==> src/rtl/dmem_mmio_if.sv <==
// Core-to-data-memory bus: write strobe, byte address, store data and same-cycle read data.
// Combinational read path, writes commit on the next clock; no backpressure.
interface dmem_mmio_if;
  logic        MemWrite;
  logic [31:0] ALUResult;
  logic [31:0] WriteData;
  logic [31:0] ReadData;

  modport master (output MemWrite, output ALUResult, output WriteData, input ReadData);
  modport slave  (input MemWrite, input ALUResult, input WriteData, output ReadData);
endinterface

==> src/rtl/dmem_mmio.sv <==
// Data-memory stage: word RAM plus MMIO LED/prescaled timer; compare IRQ under DMEM_MMIO_TIMER_IRQ_EN.
// Reads are combinational (zero latency), writes commit on the next rising clk; never stalls the core.
module dmem_mmio #(
  parameter int RAM_WORDS = 64,
  parameter int LED_WIDTH = 8,
  parameter int PRESCALE  = 1
) (
  input  logic                 clk,
  input  logic                 reset,
  dmem_mmio_if.slave           bus,
  output logic [LED_WIDTH-1:0] leds,
  output logic                 timer_irq
);

  localparam int AW = $clog2(RAM_WORDS);
  localparam int PW = (PRESCALE > 1) ? $clog2(PRESCALE) : 1;
  localparam logic [PW-1:0] PS_LAST = PW'(PRESCALE - 1);

  localparam logic [29:0] A_LED  = 30'h2000_0000;
  localparam logic [29:0] A_CNT  = 30'h2000_0001;

  logic [31:0]          ram_q [RAM_WORDS];
  logic [LED_WIDTH-1:0] leds_q, leds_d;
  logic [31:0]          count_q, count_d;
  logic [PW-1:0]        presc_q, presc_d;
  logic                 tick;

  logic          is_mmio;
  logic [29:0]   mmio_word;
  logic [AW-1:0] word_idx;
  logic          sel_led, sel_cnt;
  logic          wr_ram, wr_led, wr_cnt;
  logic          unused_addr_bits;

  assign is_mmio   = bus.ALUResult[31];
  assign mmio_word = bus.ALUResult[31:2];
  assign word_idx  = bus.ALUResult[AW+1:2];
  assign unused_addr_bits = ^bus.ALUResult[1:0];

  assign sel_led = is_mmio && (mmio_word == A_LED);
  assign sel_cnt = is_mmio && (mmio_word == A_CNT);
  assign wr_ram  = bus.MemWrite && !is_mmio;
  assign wr_led  = bus.MemWrite && sel_led;
  assign wr_cnt  = bus.MemWrite && sel_cnt;

  assign tick = (presc_q == PS_LAST);

  always_ff @(posedge clk) begin
    if (wr_ram) begin
      ram_q[word_idx] <= bus.WriteData;
    end
  end

  // A core write to the count wins over a tick and restarts the prescale period.
  always_comb begin
    leds_d  = leds_q;
    count_d = count_q;
    presc_d = presc_q;
    if (wr_led) begin
      leds_d = bus.WriteData[LED_WIDTH-1:0];
    end
    if (wr_cnt) begin
      count_d = bus.WriteData;
      presc_d = '0;
    end else if (tick) begin
      count_d = count_q + 32'd1;
      presc_d = '0;
    end else begin
      presc_d = presc_q + PW'(1);
    end
  end

  always_ff @(posedge clk or posedge reset) begin
    if (reset) begin
      leds_q  <= '0;
      count_q <= '0;
      presc_q <= '0;
    end else begin
      leds_q  <= leds_d;
      count_q <= count_d;
      presc_q <= presc_d;
    end
  end

  assign leds = leds_q;

`ifdef DMEM_MMIO_TIMER_IRQ_EN
  localparam logic [29:0] A_CMP  = 30'h2000_0002;
  localparam logic [29:0] A_STAT = 30'h2000_0003;

  logic [31:0] cmp_q, cmp_d;
  logic        flag_q, flag_d;
  logic        sel_cmp, sel_stat, match_set;

  assign sel_cmp  = is_mmio && (mmio_word == A_CMP);
  assign sel_stat = is_mmio && (mmio_word == A_STAT);

  // Match is an event on the edge the count is loaded, so a stalled count cannot re-arm a cleared flag.
  assign match_set = (wr_cnt || tick) && (count_d == cmp_q);

  always_comb begin
    cmp_d  = cmp_q;
    flag_d = flag_q;
    if (bus.MemWrite && sel_cmp) begin
      cmp_d = bus.WriteData;
    end
    if (match_set) begin
      flag_d = 1'b1;
    end else if (bus.MemWrite && sel_stat && bus.WriteData[0]) begin
      flag_d = 1'b0;
    end
  end

  always_ff @(posedge clk or posedge reset) begin
    if (reset) begin
      cmp_q  <= 32'hFFFF_FFFF;
      flag_q <= 1'b0;
    end else begin
      cmp_q  <= cmp_d;
      flag_q <= flag_d;
    end
  end

  assign timer_irq = flag_q;

  always_comb begin
    bus.ReadData = '0;
    if (!is_mmio) begin
      bus.ReadData = ram_q[word_idx];
    end else if (sel_led) begin
      bus.ReadData = 32'(leds_q);
    end else if (sel_cnt) begin
      bus.ReadData = count_q;
    end else if (sel_cmp) begin
      bus.ReadData = cmp_q;
    end else if (sel_stat) begin
      bus.ReadData = {31'b0, flag_q};
    end
  end
`else
  assign timer_irq = 1'b0;

  always_comb begin
    bus.ReadData = '0;
    if (!is_mmio) begin
      bus.ReadData = ram_q[word_idx];
    end else if (sel_led) begin
      bus.ReadData = 32'(leds_q);
    end else if (sel_cnt) begin
      bus.ReadData = count_q;
    end
  end
`endif

endmodule

==> src/flat_wrapper.sv <==
// flat-port wrapper written by rule: the top's interface ports become plain ports
module dmem_mmio_flat 
#(
  parameter int RAM_WORDS = 64,
  parameter int LED_WIDTH = 8,
  parameter int PRESCALE  = 1
)
  (clk, reset, leds, timer_irq, bus_MemWrite, bus_ALUResult, bus_WriteData, bus_ReadData);
  dmem_mmio_if bus_i ();
  input  logic clk;
  input  logic reset;
  output logic [LED_WIDTH-1:0] leds;
  output logic timer_irq;
  input wire logic [$bits(bus_i.MemWrite)-1:0] bus_MemWrite;
  input wire logic [$bits(bus_i.ALUResult)-1:0] bus_ALUResult;
  input wire logic [$bits(bus_i.WriteData)-1:0] bus_WriteData;
  output wire logic [$bits(bus_i.ReadData)-1:0] bus_ReadData;
  assign bus_i.MemWrite = bus_MemWrite;
  assign bus_i.ALUResult = bus_ALUResult;
  assign bus_i.WriteData = bus_WriteData;
  assign bus_ReadData = bus_i.ReadData;
  dmem_mmio #(.RAM_WORDS(RAM_WORDS), .LED_WIDTH(LED_WIDTH), .PRESCALE(PRESCALE)) u_core (.clk(clk), .reset(reset), .bus(bus_i), .leds(leds), .timer_irq(timer_irq));
endmodule
==> config.mk <==
export PLATFORM = sky130hd
export DESIGN_NAME = dmem_mmio_flat
export DESIGN_NICKNAME = d
export VERILOG_FILES = /design/src/rtl/dmem_mmio_if.sv /design/src/rtl/dmem_mmio.sv /design/src/flat_wrapper.sv
export SDC_FILE = /design/constraint.sdc
export NUM_CORES = 2
export LEC_CHECK = 0
export BUFFER_PORTS_ARGS = -buffer_cell sky130_fd_sc_hd__buf_2
export CORE_UTILIZATION = 60
export CTS_BUF_LIST = sky130_fd_sc_hd__clkbuf_4
export DETAILED_ROUTE_END_ITERATION = 16
export PLACE_DENSITY_LB_ADDON = 0.15
export SYNTH_ARGS = -nofsm -noshare
export SYNTH_HDL_FRONTEND = slang
export SYNTH_SLANG_ARGS = --single-unit
==> constraint.sdc <==
create_clock -name clk -period 2.25 [get_ports clk]
set_input_delay 0.1125 -clock clk [delete_from_list [all_inputs] [get_ports clk]]
set_output_delay 0.1125 -clock clk [all_outputs]
set_load 0.005 [all_outputs]
==> results.json <==
{
  "place_ws_ns": -1.390,
  "cts.htree.levels": 6,
  "rows": 134,
  "worstRegToRegCells": 7,
  "crit_arrival_ns": 3.63,
  "synth.largest_area_cell": "edfxtp_1",
  "ys_seq_area_share_pct": 77.49,
  "holdPathStages": 6,
  "initial_core_util_pct": 60.44,
  "routedWlPerCell_um": 31.79,
  "hold_end": "u_core.ram_q[54][29]",
  "grt_usage_pct": 34.51,
  "drt-initial-drc-count": 6893,
  "ys.flop_type": "edfxtp_1",
  "routabilityCongestion": 0.8967,
  "worst_pin_slew_ns": 1.204,
  "io-pin-count": 108,
  "clock-sinks": 2088,
  "grt_pass1_wl_mm": 331.3,
  "fmax_mhz": 266.9,
  "cellPowerDensity_nw_per_um2": 805.2,
  "dpl.hpwl_mm": 141.3,
  "crit_path_end_kind": "output pin",
  "critPathRequiredTime_ns": 2.14,
  "r2r_end": "u_core.count_q[31]",
  "vias_per_cell": 6.660,
  "synthCells": 4212,
  "rsz0062_at_grt": "yes",
  "fin_skew_ns": 0.05029,
  "power.leakage_nw": 32.79,
  "hold_path.class": "input pin to flip-flop",
  "detail_route.first_pass.iterations": 6,
  "path_clk_slew_ns": 0.07,
  "fin_crit_sh_pct": 166.5,
  "overflow": 0,
  "synth_top_area_share_pct": 76.25,
  "yosys-top-cells-count": "edfxtp_1, mux2i_1, mux4_2, a221oi_1, nor2_1",
  "intPower_mw": 60.96,
  "hold_start": "bus_ALUResult[6]",
  "period_needed_ns": 3.747,
  "synth_edf_count": 2048,
  "fp.dieH_um": 368.6,
  "synthTopCellsByArea": "edfxtp_1, mux4_2, mux2i_1, a221oi_1, dfrtp_1",
  "yosysWarningCount": 0,
  "layout-drive-gt1-share_pct": 33.62,
  "worst_slack_ns": -1.497,
  "antenna_found_initial": 13,
  "io_buffers": 104,
  "status": "finished, violations left",
  "cts_made_buffers": 540,
  "num_vias": 48760,
  "synth_area_um2": 80660,
  "finalMaxSlewViolations": 0,
  "fill_cells": 7973,
  "setup_violations": 64,
  "wirelength_mm": 232.7,
  "hold_viol": 0,
  "reg2reg_slack_ns": 0.03,
  "drc_errors": 0,
  "peakVddDrop_mv": 0.5108,
  "cts.path.max_buffers": 4,
  "num-nets-final": 5307,
  "violations": "setup timing",
  "p_switching_mw": 17.63,
  "max_cap_viol_count": 0,
  "start_kind": "flip-flop",
  "rr_startpoint": "u_core.count_q[8]",
  "tns_ns": -50.09,
  "clk_latency_ns": 1.31,
  "synth_cell_types": 69,
  "coreArea_um2": 133500,
  "netSwitchingFraction_pct": 22.43,
  "yosys_register_bits": 2088,
  "dieArea_um2": 135900,
  "grt_max_degree": 67,
  "ant_nets": 0,
  "clock_power_share_pct": 39.0,
  "cts_tree": "yes",
  "die_width_um": 368.6,
  "relSlewSlack_pct": 19.48,
  "fin_util_pct": 73.13,
  "yosys.cell_count.top_type": "edfxtp_1",
  "avgSynthCellArea_um2": 19.15,
  "crit_fanout": 1,
  "grt_pass1_vias": 48370,
  "combPwrFrac_pct": 6.5,
  "syn_nets": 4280,
  "root_buffer": "clkbuf_4",
  "p_seq_share_pct": 54.5,
  "crit_type": "flip-flop to output pin",
  "area_delta_synth_final_pct": 20.99,
  "async_flop_share_pct": 1.916
}
==> per-stage QoR <==
step | instances | instance area, µm² | hold slack (ns) | power, mW
2_1_floorplan | 4212 | 81180 | 0.2114 | 45.73
5_1_grt | 7316 | 97580 | 0.08172 | 81.16
4_1_cts | 7310 | 97420 | 0.01155 | 78.86
3_5_place_dp | 6364 | 89060 | 0.2816 | 48.22
3_3_place_gp | 6364 | 89060 | 0.2799 | 48.13
6_report | 7321 | 97590 | 0.1638 | 78.59
==> logic make-up (layout without fill, tap and decap cells) <==
logic type | after synthesis | count (layout) | share of synthesized area [%]
compound gates | 869 | 869 | 8.262
mux | 535 | 535 | 9.571
flops | 2088 | 2088 | 77.49
fa+ha+maj | 1 | 1 | 0.01551
xor+xnor | 30 | 30 | 0.3258
simple gates | 393 | 393 | 2.581
buf+inv | 295 | 1625 | 1.751
other cells | 1 | 12 | 0.004649
==> layout by cell type (no fill, tap or decap), types with 10 or more instances in the layout <==
| cell type | n |
|---|---|
| dlygate4sd3_1 | 97 |
| a41oi_4 | 15 |
| nor2b_1 | 72 |
| clkinv_2 | 10 |
| edfxtp_1 | 2048 |
| nand2_1 | 55 |
| a22oi_1 | 64 |
| a22o_1 | 20 |
| nor2_4 | 66 |
| clkinv_1 | 69 |
| o21ai_1 | 14 |
| buf_12 | 178 |
| xor2_1 | 20 |
| a2111oi_4 | 21 |
| o21ai_0 | 99 |
| a21o_1 | 24 |
| mux2i_1 | 334 |
| a22o_4 | 12 |
| mux4_2 | 188 |
| clkbuf_4 | 747 |
| a31oi_1 | 86 |
| inv_2 | 10 |
| nor2_1 | 69 |
| nand3_1 | 23 |
| buf_6 | 16 |
| mux2_2 | 10 |
| buf_2 | 99 |
| xnor2_1 | 10 |
| a221oi_1 | 178 |
| o22ai_1 | 63 |
| a21oi_1 | 19 |
| a32oi_1 | 87 |
| nor4b_1 | 23 |
| o22a_1 | 93 |
| and3_1 | 10 |
| dfrtp_1 | 40 |
| diode_2 | 11 |
| buf_4 | 384 |
==> how the worst max path moves through the flow <==
stage | from | end | cells after the start
floorplan | bus_ALUResult[4] | u_core.ram_q[13][0] | 8
global placement | bus_ALUResult[2] | bus_ReadData[19] | 12
detailed placement | bus_ALUResult[2] | bus_ReadData[19] | 12
CTS | u_core.ram_q[56][19] | bus_ReadData[19] | 7
global route | u_core.ram_q[56][19] | bus_ReadData[19] | 7
finish | u_core.ram_q[58][15] | bus_ReadData[15] | 6
==> power groups by stage <==
stage | registers [mW] | logic [mW] | clock network, mW
finish | 42.9 | 5.07 | 30.7
detailed placement | 43.7 | 4.53 | 0
CTS | 42.9 | 4.97 | 31.0
floorplan | 43.7 | 2.04 | 0
global route | 42.8 | 5.26 | 33.1
global placement | 43.7 | 4.45 | 0
==> layer usage <==
metal	vias up	share of wire [%]	track usage, %	wire length, µm
met3	451	12	8.762	28430
met1	24880	38	48.31	87470
li1	20070	-	-	-
met4	8	3.7	14.81	8622
met5	-	0.024	0	56
met2	3351	46	52.04	108200
==> critical path: stages (launching register included) <==
cell and delay (ns):
edfxtp_1 0.37, mux4_2 0.47, a22o_1 0.27, a2111oi_4 0.64
a41oi_2 0.22, a21o_1 0.24, buf_2 0.14
==> registers in the layout, summed over array words and instances (netlist names) <==
signal,cells
u_core.count_q,32
u_core.ram_q,2048
u_core.leds,8
==> layout make-up <==
cell class | count | area (µm²) | area share [%]
Antenna cell | 11 | 27.53 | 0.02821
Sequential cell | 2088 | 62500 | 64.04
Inverter | 3 | 13.76 | 0.01410
Clock inverter | 98 | 620.6 | 0.6359
Tap cell | 1768 | 2212 | 2.267
Multi-Input combinational cell | 1829 | 18470 | 18.93
Clock buffer | 747 | 5608 | 5.746
Timing Repair Buffer | 777 | 8138 | 8.339
==> repair_timing <==
| action | CTS | global route |
|---|---|---|
| hold buffers | 104 | 1 |
| endpoints found under the hold margin | 4176 | 30 |
| endpoints found under the setup margin | 32 | 64 |
| pin swaps | 96 | 24 |
| setup buffers | 0 | 1 |
| resized for setup | 152 | 27 |
Note: power is estimated with default switching activity, not from simulation.
